==> src/rtl/mat_mult_pkg.sv <==
`default_nettype none
// ============================================================================
//  Module   : mat_mult_pkg
//  Purpose  : Shared definitions for the mat_mult engine and its scheduler:
//             scheduler state encoding, operand/dimension width helpers and
//             the 3-bit MAC mode codes understood by mat_mult.
//  Ports    : none (package)
//  Revision : 1.0  initial release
// ============================================================================
package mat_mult_pkg;

  // Scheduler FSM encoding
  typedef enum logic [1:0] {
    IDLE  = 2'd0,
    START = 2'd1,
    BUSY  = 2'd2
  } sched_state_t;

  // Dimension field width for a maximum matrix size of 'bands'
  function automatic int aw_f(input int bands);
    return (bands > 1) ? $clog2(bands) : 1;
  endfunction

  // Operand word width (integer + fractional bits)
  function automatic int dw_f(input int i_width, input int f_width);
    return i_width + f_width;
  endfunction

  // MAC modes shared with mat_mult
  localparam logic [2:0] c_MAC_MODE_MUL     = 3'd0;  // plain product
  localparam logic [2:0] c_MAC_MODE_ACC     = 3'd1;  // accumulate into result
  localparam logic [2:0] c_MAC_MODE_SUB     = 3'd2;  // subtract from result
  localparam logic [2:0] c_MAC_MODE_TRANS   = 3'd3;  // mat1 transposed
  localparam logic [2:0] c_MAC_MODE_SYMM    = 3'd4;  // symmetric output (upper only)

endpackage
`default_nettype wire

==> src/rtl/mat_mult_sched_rr_arbiter.sv <==
`default_nettype none
// ============================================================================
//  Module   : rr_arbiter
//  Purpose  : Combinational round-robin pick over N_REQ request bits. The
//             search starts at i_rr_ptr and wraps modulo N_REQ.
//  Ports    : i_req     - request vector
//             i_rr_ptr  - index with highest priority this cycle
//             o_grant   - one-hot winner (all zero when no request)
//             o_idx     - binary index of the winner
//             o_any     - at least one request present
//  Revision : 1.0  initial release
// ============================================================================
module rr_arbiter #(
  parameter  int N_REQ = 4,
  localparam int c_IW  = (N_REQ > 1) ? $clog2(N_REQ) : 1
) (
  input  logic [N_REQ-1:0] i_req,
  input  logic [c_IW-1:0]  i_rr_ptr,
  output logic [N_REQ-1:0] o_grant,
  output logic [c_IW-1:0]  o_idx,
  output logic             o_any
);

  // rr_ptr is always < N_REQ, so ptr+k never exceeds 2*N_REQ-2 and one
  // conditional subtraction is enough to wrap.
  function automatic int f_wrap(input int v);
    return (v >= N_REQ) ? (v - N_REQ) : v;
  endfunction

  always_comb begin
    o_grant = '0;
    o_idx   = '0;
    o_any   = 1'b0;
    for (int k = 0; k < N_REQ; k++) begin
      if (!o_any && i_req[f_wrap(int'(i_rr_ptr) + k)]) begin
        o_any                             = 1'b1;
        o_idx                             = c_IW'(f_wrap(int'(i_rr_ptr) + k));
        o_grant[f_wrap(int'(i_rr_ptr) + k)] = 1'b1;
      end
    end
  end

endmodule
`default_nettype wire

==> src/rtl/mat_mult_sched.sv <==
`default_nettype none
// ============================================================================
//  Module   : mat_mult_sched
//  Purpose  : Round-robin scheduler sharing one mat_mult engine between
//             N_REQ requesters. Latches the winner's dims/mode, pulses
//             eng_start, steers the winner's operand streams to the engine
//             and returns eng_done as a per-requester req_done pulse.
//  Ports    : clk, rst (sync, active low)
//             req/req_rows/req_cols/req_cols2/req_mode - per-requester jobs
//             req_mat1/2, req_mat1/2_valid             - per-requester operands
//             req_done/req_err                         - completion / reject
//             grant_valid/grant_id                     - current owner
//             eng_*                                    - engine side
//  Options  : MM_SCHED_TIMEOUT_EN - BUSY watchdog of TIMEOUT_CYCLES that
//             aborts the engine and reports req_err to the owner.
//  Revision : 1.0  initial release
// ============================================================================
module mat_mult_sched
  import mat_mult_pkg::*;
#(
  parameter  int N_REQ          = 4,
  parameter  int I_WIDTH        = 16,
  parameter  int F_WIDTH        = 16,
  parameter  int SPECTRAL_BANDS = 103,
  parameter  int TIMEOUT_CYCLES = 2**20,
  localparam int c_AW = aw_f(SPECTRAL_BANDS),
  localparam int c_DW = dw_f(I_WIDTH, F_WIDTH),
  localparam int c_IW = (N_REQ > 1) ? $clog2(N_REQ) : 1
) (
  input  logic                    clk,
  input  logic                    rst,
  input  logic [N_REQ-1:0]        req,
  input  logic [N_REQ*c_AW-1:0]   req_rows,
  input  logic [N_REQ*c_AW-1:0]   req_cols,
  input  logic [N_REQ*c_AW-1:0]   req_cols2,
  input  logic [N_REQ*3-1:0]      req_mode,
  input  logic [N_REQ*c_DW-1:0]   req_mat1,
  input  logic [N_REQ*c_DW-1:0]   req_mat2,
  input  logic [N_REQ-1:0]        req_mat1_valid,
  input  logic [N_REQ-1:0]        req_mat2_valid,
  output logic [N_REQ-1:0]        req_done,
  output logic [N_REQ-1:0]        req_err,
  output logic                    grant_valid,
  output logic [c_IW-1:0]         grant_id,
  output logic                    eng_start,
  output logic [c_AW-1:0]         eng_rows,
  output logic [c_AW-1:0]         eng_cols,
  output logic [c_AW-1:0]         eng_cols2,
  output logic [2:0]              eng_mode,
  output logic [c_DW-1:0]         eng_mat1,
  output logic [c_DW-1:0]         eng_mat2,
  output logic                    eng_mat1_valid,
  output logic                    eng_mat2_valid,
  input  logic                    eng_done,
  output logic                    eng_abort
);

  if (N_REQ < 2 || N_REQ > 8 || TIMEOUT_CYCLES < 2) begin : g_param_err
    $error("mat_mult_sched: N_REQ must be 2..8 and TIMEOUT_CYCLES >= 2");
  end

  sched_state_t      r_state, w_state_nxt;
  logic [c_IW-1:0]   r_rr_ptr, w_rr_ptr_nxt;
  logic [c_IW-1:0]   r_grant_id, w_grant_id_nxt;
  logic              r_grant_valid, w_grant_valid_nxt;
  logic              r_eng_start, w_eng_start_nxt;
  logic [N_REQ-1:0]  r_req_done, w_req_done_nxt;
  logic [N_REQ-1:0]  r_req_err, w_req_err_nxt;
  logic [c_AW-1:0]   r_rows, r_cols, r_cols2;
  logic [c_AW-1:0]   w_rows_nxt, w_cols_nxt, w_cols2_nxt;
  logic [2:0]        r_mode, w_mode_nxt;

  logic [N_REQ-1:0]  w_arb_grant;
  logic [c_IW-1:0]   w_arb_idx;
  logic              w_arb_any;
  logic [c_AW-1:0]   w_cand_rows, w_cand_cols, w_cand_cols2;
  logic [2:0]        w_cand_mode;
  logic              w_dim_bad;

`ifdef MM_SCHED_TIMEOUT_EN
  localparam int c_TW = $clog2(TIMEOUT_CYCLES) + 1;
  logic [c_TW-1:0]   r_cnt, w_cnt_nxt;
  logic              r_eng_abort, w_eng_abort_nxt;
`endif

  function automatic logic [c_IW-1:0] f_next_ptr(input logic [c_IW-1:0] p);
    return (int'(p) == N_REQ - 1) ? '0 : (p + c_IW'(1));
  endfunction

  rr_arbiter #(
    .N_REQ    (N_REQ)
  ) u_arb (
    .i_req    (req),
    .i_rr_ptr (r_rr_ptr),
    .o_grant  (w_arb_grant),
    .o_idx    (w_arb_idx),
    .o_any    (w_arb_any)
  );

  assign w_cand_rows  = req_rows [int'(w_arb_idx)*c_AW +: c_AW];
  assign w_cand_cols  = req_cols [int'(w_arb_idx)*c_AW +: c_AW];
  assign w_cand_cols2 = req_cols2[int'(w_arb_idx)*c_AW +: c_AW];
  assign w_cand_mode  = req_mode [int'(w_arb_idx)*3    +: 3];

  // Compare in 32 bits: SPECTRAL_BANDS may equal 2**c_AW and not fit c_AW.
  assign w_dim_bad = (32'(w_cand_rows)  >= SPECTRAL_BANDS) ||
                     (32'(w_cand_cols)  >= SPECTRAL_BANDS) ||
                     (32'(w_cand_cols2) >= SPECTRAL_BANDS);

  always_comb begin
    w_state_nxt       = r_state;
    w_rr_ptr_nxt      = r_rr_ptr;
    w_grant_id_nxt    = r_grant_id;
    w_grant_valid_nxt = r_grant_valid;
    w_eng_start_nxt   = 1'b0;
    w_req_done_nxt    = '0;
    w_req_err_nxt     = '0;
    w_rows_nxt        = r_rows;
    w_cols_nxt        = r_cols;
    w_cols2_nxt       = r_cols2;
    w_mode_nxt        = r_mode;
`ifdef MM_SCHED_TIMEOUT_EN
    w_cnt_nxt         = r_cnt;
    w_eng_abort_nxt   = 1'b0;
`endif
    case (r_state)
      IDLE: begin
        if (w_arb_any) begin
          if (w_dim_bad) begin
            // Reject and move priority past the offender so it cannot
            // starve the others while it keeps its bad request up.
            w_req_err_nxt = w_arb_grant;
            w_rr_ptr_nxt  = f_next_ptr(w_arb_idx);
          end else begin
            w_grant_id_nxt    = w_arb_idx;
            w_grant_valid_nxt = 1'b1;
            w_rows_nxt        = w_cand_rows;
            w_cols_nxt        = w_cand_cols;
            w_cols2_nxt       = w_cand_cols2;
            w_mode_nxt        = w_cand_mode;
            w_state_nxt       = START;
          end
        end
      end
      START: begin
        w_eng_start_nxt = 1'b1;
        w_state_nxt     = BUSY;
`ifdef MM_SCHED_TIMEOUT_EN
        w_cnt_nxt       = '0;
`endif
      end
      BUSY: begin
        if (eng_done) begin
          w_req_done_nxt[r_grant_id] = 1'b1;
          w_grant_valid_nxt          = 1'b0;
          w_rr_ptr_nxt               = f_next_ptr(r_grant_id);
          w_state_nxt                = IDLE;
        end
`ifdef MM_SCHED_TIMEOUT_EN
        // Counter is about to reach TIMEOUT_CYCLES-1: abort this cycle.
        else if (r_cnt == c_TW'(TIMEOUT_CYCLES - 2)) begin
          w_eng_abort_nxt           = 1'b1;
          w_req_err_nxt[r_grant_id] = 1'b1;
          w_grant_valid_nxt         = 1'b0;
          w_rr_ptr_nxt              = f_next_ptr(r_grant_id);
          w_state_nxt               = IDLE;
        end else begin
          w_cnt_nxt = r_cnt + c_TW'(1);
        end
`endif
      end
      default: begin
        w_state_nxt       = IDLE;
        w_grant_valid_nxt = 1'b0;
      end
    endcase
  end

  always_ff @(posedge clk) begin
    if (!rst) begin
      r_state       <= IDLE;
      r_rr_ptr      <= '0;
      r_grant_id    <= '0;
      r_grant_valid <= 1'b0;
      r_eng_start   <= 1'b0;
      r_req_done    <= '0;
      r_req_err     <= '0;
      r_rows        <= '0;
      r_cols        <= '0;
      r_cols2       <= '0;
      r_mode        <= c_MAC_MODE_MUL;
`ifdef MM_SCHED_TIMEOUT_EN
      r_cnt         <= '0;
      r_eng_abort   <= 1'b0;
`endif
    end else begin
      r_state       <= w_state_nxt;
      r_rr_ptr      <= w_rr_ptr_nxt;
      r_grant_id    <= w_grant_id_nxt;
      r_grant_valid <= w_grant_valid_nxt;
      r_eng_start   <= w_eng_start_nxt;
      r_req_done    <= w_req_done_nxt;
      r_req_err     <= w_req_err_nxt;
      r_rows        <= w_rows_nxt;
      r_cols        <= w_cols_nxt;
      r_cols2       <= w_cols2_nxt;
      r_mode        <= w_mode_nxt;
`ifdef MM_SCHED_TIMEOUT_EN
      r_cnt         <= w_cnt_nxt;
      r_eng_abort   <= w_eng_abort_nxt;
`endif
    end
  end

  assign req_done    = r_req_done;
  assign req_err     = r_req_err;
  assign grant_valid = r_grant_valid;
  assign grant_id    = r_grant_id;
  assign eng_start   = r_eng_start;
  assign eng_rows    = r_rows;
  assign eng_cols    = r_cols;
  assign eng_cols2   = r_cols2;
  assign eng_mode    = r_mode;

  // Operand steering is purely combinational on the registered owner.
  assign eng_mat1       = req_mat1[int'(r_grant_id)*c_DW +: c_DW];
  assign eng_mat2       = req_mat2[int'(r_grant_id)*c_DW +: c_DW];
  assign eng_mat1_valid = r_grant_valid & req_mat1_valid[r_grant_id];
  assign eng_mat2_valid = r_grant_valid & req_mat2_valid[r_grant_id];

`ifdef MM_SCHED_TIMEOUT_EN
  assign eng_abort = r_eng_abort;
`else
  assign eng_abort = 1'b0;
`endif

endmodule
`default_nettype wire
==> config.mk <==
export PLATFORM = sky130hd
export DESIGN_NAME = mat_mult_sched
export DESIGN_NICKNAME = d
export VERILOG_FILES = /design/src/rtl/mat_mult_pkg.sv /design/src/rtl/mat_mult_sched_rr_arbiter.sv /design/src/rtl/mat_mult_sched.sv
export SDC_FILE = /design/constraint.sdc
export NUM_CORES = 1
export LEC_CHECK = 0
export CAP_MARGIN = 10
export CORE_AREA = 2 2 185 187
export CTS_CLUSTER_DIAMETER = 80
export DETAILED_ROUTE_END_ITERATION = 10
export DIE_AREA = 0 0 187 189
export PLACE_DENSITY = 0.55
export SLEW_MARGIN = 10
export SYNTH_ARGS = -nofsm -noshare
export SYNTH_HDL_FRONTEND = slang
export SYNTH_SLANG_ARGS = --single-unit
==> constraint.sdc <==
create_clock -name clk -period 11.2 [get_ports clk]
set_clock_uncertainty 0.2 [all_clocks]
set_input_delay 2.24 -clock clk [delete_from_list [all_inputs] [get_ports clk]]
set_output_delay 2.24 -clock clk [all_outputs]
set_load 0.01 [all_outputs]
Word level (Yosys, flattened, before mapping)
Cells that the tools add are included.

Register bits after elaboration: 40. Bits in latches: 0. RAM bits: 0. Memory bits (read-only): 0. Logic and storage cells: 138. Memories kept: 0.

Add/sub/neg operators: 9. Multiply operators: 2. Divide/modulo/power cells: 0. Magnitude comparators: 17. Equal/unequal tests: 8. Shift-type cells: 6. Muxes and demuxes: 57. Bitwise logic cells: 7. Reductions and logical operators: 21.

Operators by type and width (number): $shiftx A128 B8 Y32 (2); $ge A32 B1 Y1 const B (4); $lt A32 B4 Y1 const B (4); $mux W32 (4); $ge A32 B4 Y1 const B (3); $sub A32 B4 Y32 const B (3); $shiftx A28 B32 Y7 (2); $shiftx A28 B6 Y7 (1); $mux W2 (12); $mux W1 (23); $ge A7 B7 Y1 const B (3); $mux W4 (4); $bmux W1 S2 (6); $or A4 B4 Y4 (3); $reduce_and A4 Y1 (3); $shiftx A12 B5 Y3 (1); $demux W1 S2 (5); $reduce_and A3 Y1 (3); $logic_and A1 B1 Y1 (8); $add A2 B2 Y3 const B (2); $eq A2 B1 Y1 const B (3); $ne A2 B2 Y1 const B (3); $pmux W2 S3 (1); $mul A2 B3 Y5 const B (1); 17 further kinds (23).

Logic depth before layout (Yosys ltp)
Depth in word-level cells: 23. Gate-level depth with buffers: 16. Mapped depth without buffers: 12.

Hierarchy
Synthesis repeated with hierarchy kept, for this count alone.

Cells, all modules: 348. Area total of the unflattened synthesis: 4445.5 um^2.

By module, submodules not included: mat_mult_sched (instances 1, cells each 300, area an instance 3988.8 um^2, sequential area each 800.8 um^2); rr_arbiter (instances 1, cells each 48, area an instance 456.7 um^2, sequential area each 0.0 um^2).

Worst setup path before layout
OpenSTA, ideal clock, no wires.

Kind: in2out. From: input req_mat1_valid[3]. To: output eng_mat1_valid. Arrival time: 2863 ps. Data required time: 8760 ps. Path slack: 5897 ps. Cell stages on the path: 2. Buffers on the path: 0. Cells stage by stage: mux4_2 -> and2_1.

Longest elaborated chain between the ends: 3.

Ends and longest elaborated chain: start: declaration (RTL line mat_mult_sched.sv:39) `input logic [N_REQ-1:0] req_mat1_valid,`; $bmux W1 S2 (RTL line mat_mult_sched.sv:228) `assign eng_mat1_valid = r_grant_valid & req_mat1_valid[r_grant_id];`; $mux W1 (implied by the code) (RTL line mat_mult_sched.sv:228); $and A1 B1 Y1 (RTL line mat_mult_sched.sv:228); end: declaration (RTL line mat_mult_sched.sv:52) `output logic eng_mat1_valid,`.

No other way between the ends. The select of a mux whose other input is x is not followed.

Final worst setup path
From: input req[1]. To: register r_mode[1] (netlist: eng_mode[1]).

Longest elaborated chain between the ends: 20. Elaborated cells on any way between the ends: 39. Classes of those cells: mul: 2; order compare: 3; shift: 4; mux: 20; bitwise: 1; reduce/logical: 9.

Ends and longest elaborated chain: start: declaration (RTL line mat_mult_sched.sv:32) `input logic [N_REQ-1:0] req,`; $bmux W1 S2 (RTL line mat_mult_sched_rr_arbiter.sv:35) `if (!o_any && i_req[f_wrap(int'(i_rr_ptr) + k)]) begin`; $mux W1 (implied by the code) (2 in series) (RTL line mat_mult_sched_rr_arbiter.sv:35); $mux W1 (RTL line mat_mult_sched_rr_arbiter.sv:35); $logic_not A1 Y1 (RTL line mat_mult_sched_rr_arbiter.sv:35); $logic_and A1 B1 Y1 (RTL line mat_mult_sched_rr_arbiter.sv:35); $mux W1 (RTL line mat_mult_sched_rr_arbiter.sv:35); $logic_not A1 Y1 (RTL line mat_mult_sched_rr_arbiter.sv:35); $logic_and A1 B1 Y1 (RTL line mat_mult_sched_rr_arbiter.sv:35); [... 3 more ...]; $mux W2 (RTL line mat_mult_sched_rr_arbiter.sv:35); $mul A2 B3 Y5 (RTL line mat_mult_sched.sv:100, mat_mult_sched.sv:101, mat_mult_sched.sv:102); $shiftx A28 B32 Y7 (on tied branches) (RTL line mat_mult_sched.sv:100, mat_mult_sched.sv:101); $ge A7 B7 Y1 (on tied branches) (RTL line mat_mult_sched.sv:106, mat_mult_sched.sv:107); $logic_or A1 B1 Y1 (RTL line mat_mult_sched.sv:106) `assign w_dim_bad = (32'(w_cand_rows) >= SPECTRAL_BANDS) ||`; $logic_or A1 B1 Y1 (RTL line mat_mult_sched.sv:107) `(32'(w_cand_cols) >= SPECTRAL_BANDS) ||`; $not A1 Y1 (no line); $reduce_and A3 Y1 (no line); end signal: assignment (RTL line mat_mult_sched.sv:191) `r_mode <= c_MAC_MODE_MUL;`; end signal: assignment (RTL line mat_mult_sched.sv:207) `r_mode <= w_mode_nxt;`; end: declaration (RTL line mat_mult_sched.sv:71) `logic [2:0] r_mode, w_mode_nxt;`.

Several ways; a longest one is shown, not always the timed one. The select of a mux whose other input is x is not followed. A chain may end at the register's enable or synchronous reset.

==> impl_metrics.ini <==
[run_status]
status = completed

[synthesis]
synthesis.nets = 865
synth-async-reset-ratio_pct = 0
synthCells = 486
synth_edf_count = 0
syn_area_um2 = 4760
syn_avg_cell_area_um2 = 9.80
ys_warn_count = 0
synth_top_flop_cell = dfxtp_1
ys_ff_latch = 40
synth_cell_types = 62
yosysSeqAreaShare_pct = 16.8

[cts]
cts_setup_buffers = 0
cts_buffers = 5
clock_latency_ns = 0.28
cts_buffer_depth = 2
ctsResizeCount = 0
cts_tree = done
hold_buffers = 0
numClockSinks = 40
h-tree-depth = 2
cts_root_buf = clkbuf_16
clk_pin_slew_ns = 0.07

[worst_hold_path]
min_path_type = flip-flop to flip-flop
hold_depth = 2

[power]
seq_power_share_pct = 15.1
swShare_pct = 41.8
power.leakage_nw = 3.46
combPwrFrac_pct = 74.6
p_int_w = 0.000932
p_clk_share_pct = 10.3
p_sw_w = 0.000668
powerDensity_nw_per_um2 = 160
ir_drop_mv = 0.0638

[cells_and_area]
fin_area_um2 = 10000
fin_nets = 1298
drive_gt1_share_pct = 11.0
final_cell_mix = clkdlybuf4s50_1 (468), nand2_1 (75), mux4_2 (71)
finalNonFillerCells = 1372
final_common_cell = clkdlybuf4s50_1
syn_to_final_growth_pct = 110

[grt]
grt_antenna_before_repair = 8
grt_pass1_wl_um = 40000
globalRoute.totalOverflow = 0
grt_pass1_vias = 6064
gr-usage-all-layers_pct = 15.1
grt_max_degree = 61

[route]
avgViaCountPerCell = 4.32
drtPass1Iterations = 4
drt_iter0_drc = 224
ant_nets = 0
drc = 0
vias = 5933
avgRoutedWirePerCell_um = 20.4
wirelength_um = 28100

[setup_path]
worstPathArrival_ns = 6.47
rr_worst_depth = 13
cp_max_fo = 52
worstSetupPathType = input port to flip-flop
cp.required_ns = 11.21
cp-end-kind = flip-flop
cp-start-kind = input port

[timing]
fin_crit_ns = 6.45
tns_ns = 0
layout_setup_ws_ns = 4.75
slew_viol_final = 0
final-hold-violation-count = 0
tightest_slew_ns = 1.08
slew-limit-headroom_pct = 25.8
setup_viol = 0
final.period_utilization_pct = 57.6
rsz0062_at_grt = no
fmax_mhz = 155

[place]
dpl.cell_count = 1360
dpl_cell_area_um2 = 9820
place_ws_ns = 4.42
gp_congestion = 0.856
port_buffers = 468
hpwlAfterDp_um = 23900

[floorplanning]
die_area_um2 = 35300
design.core.area_um2 = 33300
ios = 470
initial_core_util_pct = 14.3
die_w_um = 187
rows = 67
die_h_um = 189

[flow_run]
maxCapViolations = 0
==> final timing paths <==
check / slack [ns] / startpoint / to
setup / recovery: 4.75 / req[1] / eng_mode[1]$_SDFFE_PN0P_
hold / removal: 0.26 / eng_cols[6]$_SDFFE_PN0P_ / eng_cols[6]$_SDFFE_PN0P_
setup reg to reg: 5.38 / r_rr_ptr[0]$_SDFFE_PN0P_ / eng_mode[1]$_SDFFE_PN0P_
hold reg to reg: 0.26 / eng_cols[6]$_SDFFE_PN0P_ / eng_cols[6]$_SDFFE_PN0P_
==> metrics by stage <==
step / hold slack [ns] / total power [W] / utilization (%)
finish: 0.255 / 0.00160 / 30.0
global route: 0.283 / 0.00172 / 30.0
global placement: 0.245 / 0.00145 / 29.5
floorplan: 0.281 / 0.000952 / -
CTS: 0.260 / 0.00163 / 30.0
detailed placement: 0.250 / 0.00146 / 29.5
==> synth_stat cells, drive strengths merged, types with 4 or more instances <==
cell    instances  share of area (%)
a211oi         20                3.3
nand2          75                5.9
nor2           45                3.5
dfxtp          40                 17
o21ai          12                1.5
and3            6               0.79
a311o          17                3.6
a221oi          4               0.74
a21oi          24                2.5
and2           20                2.6
mux2i          27                5.7
buf            28                3.4
ha             12                3.2
clkbuf         18                1.4
mux4           72                 34
inv             7               0.55
nand4           7                1.2
nand3           4               0.42
o211ai          6                1.1
a22oi           4               0.63
==> logic make-up (layout without fill, tap and decap cells) <==
family,after synthesis,count (layout),synth area share [%]
xor+xnor,1,1,0.184
other cells,1,5,0.0787
flops,40,40,16.8
fa+ha+maj,12,12,3.15
buf+inv,53,487,5.33
mux,101,101,40.4
simple gates,175,175,17.2
compound gates,103,103,16.9
==> critical path, stage by stage <==
cell	delay, ns
clkdlybuf4s50_1	0.58
mux4_2	0.60
nor2b_2	0.32
o21ai_4	0.11
o31ai_4	0.10
buf_4	0.51
nor2_1	0.09
or3_1	0.36
a31oi_4	0.22
nand4_4	0.60
a311o_1	0.55
a21oi_1	0.13
==> sequential cells by signal, indices dropped and copies added, names as in the netlist <==
signal	count
req_done	4
eng_rows	7
grant_id	2
eng_cols	7
eng_mode	3
r_rr_ptr	2
grant_valid	1
eng_start	1
eng_cols2	7
req_err	4
r_state	2
==> metal layers <==
metal | vias to the layer above | global-route usage, % | share of wire [%]
li1 | 2767 | - | -
met1 | 2858 | 18.4 | 40
met2 | 285 | 26.4 | 50
met3 | 21 | 4.10 | 7.2
met4 | 2 | 3.54 | 2.1
met5 | - | 0 | 0.046
==> power groups by stage <==
stage | clock [W] | sequential (W) | combinational (W)
finish | 0.000165 | 0.000242 | 0.00119
global route | 0.000178 | 0.000255 | 0.00129
CTS | 0.000171 | 0.000246 | 0.00121
detailed placement | 0 | 0.000250 | 0.00121
global placement | 0 | 0.000250 | 0.00120
floorplan | 0 | 0.000219 | 0.000733
==> area by class of cell <==
| cell class | count | area (um2) |
|---|---|---|
| Antenna cell | 4 | 10.0 |
| Timing Repair Buffer | 472 | 4710 |
| Multi-Input combinational cell | 393 | 3710 |
| Tap cell | 448 | 561 |
| Sequential cell | 40 | 808 |
| Clock buffer | 6 | 129 |
| Fill cell | 3509 | 23300 |
| Clock inverter | 2 | 35.0 |
| Inverter | 7 | 26.3 |
Note: power is estimated with default switching activity, not from simulation.
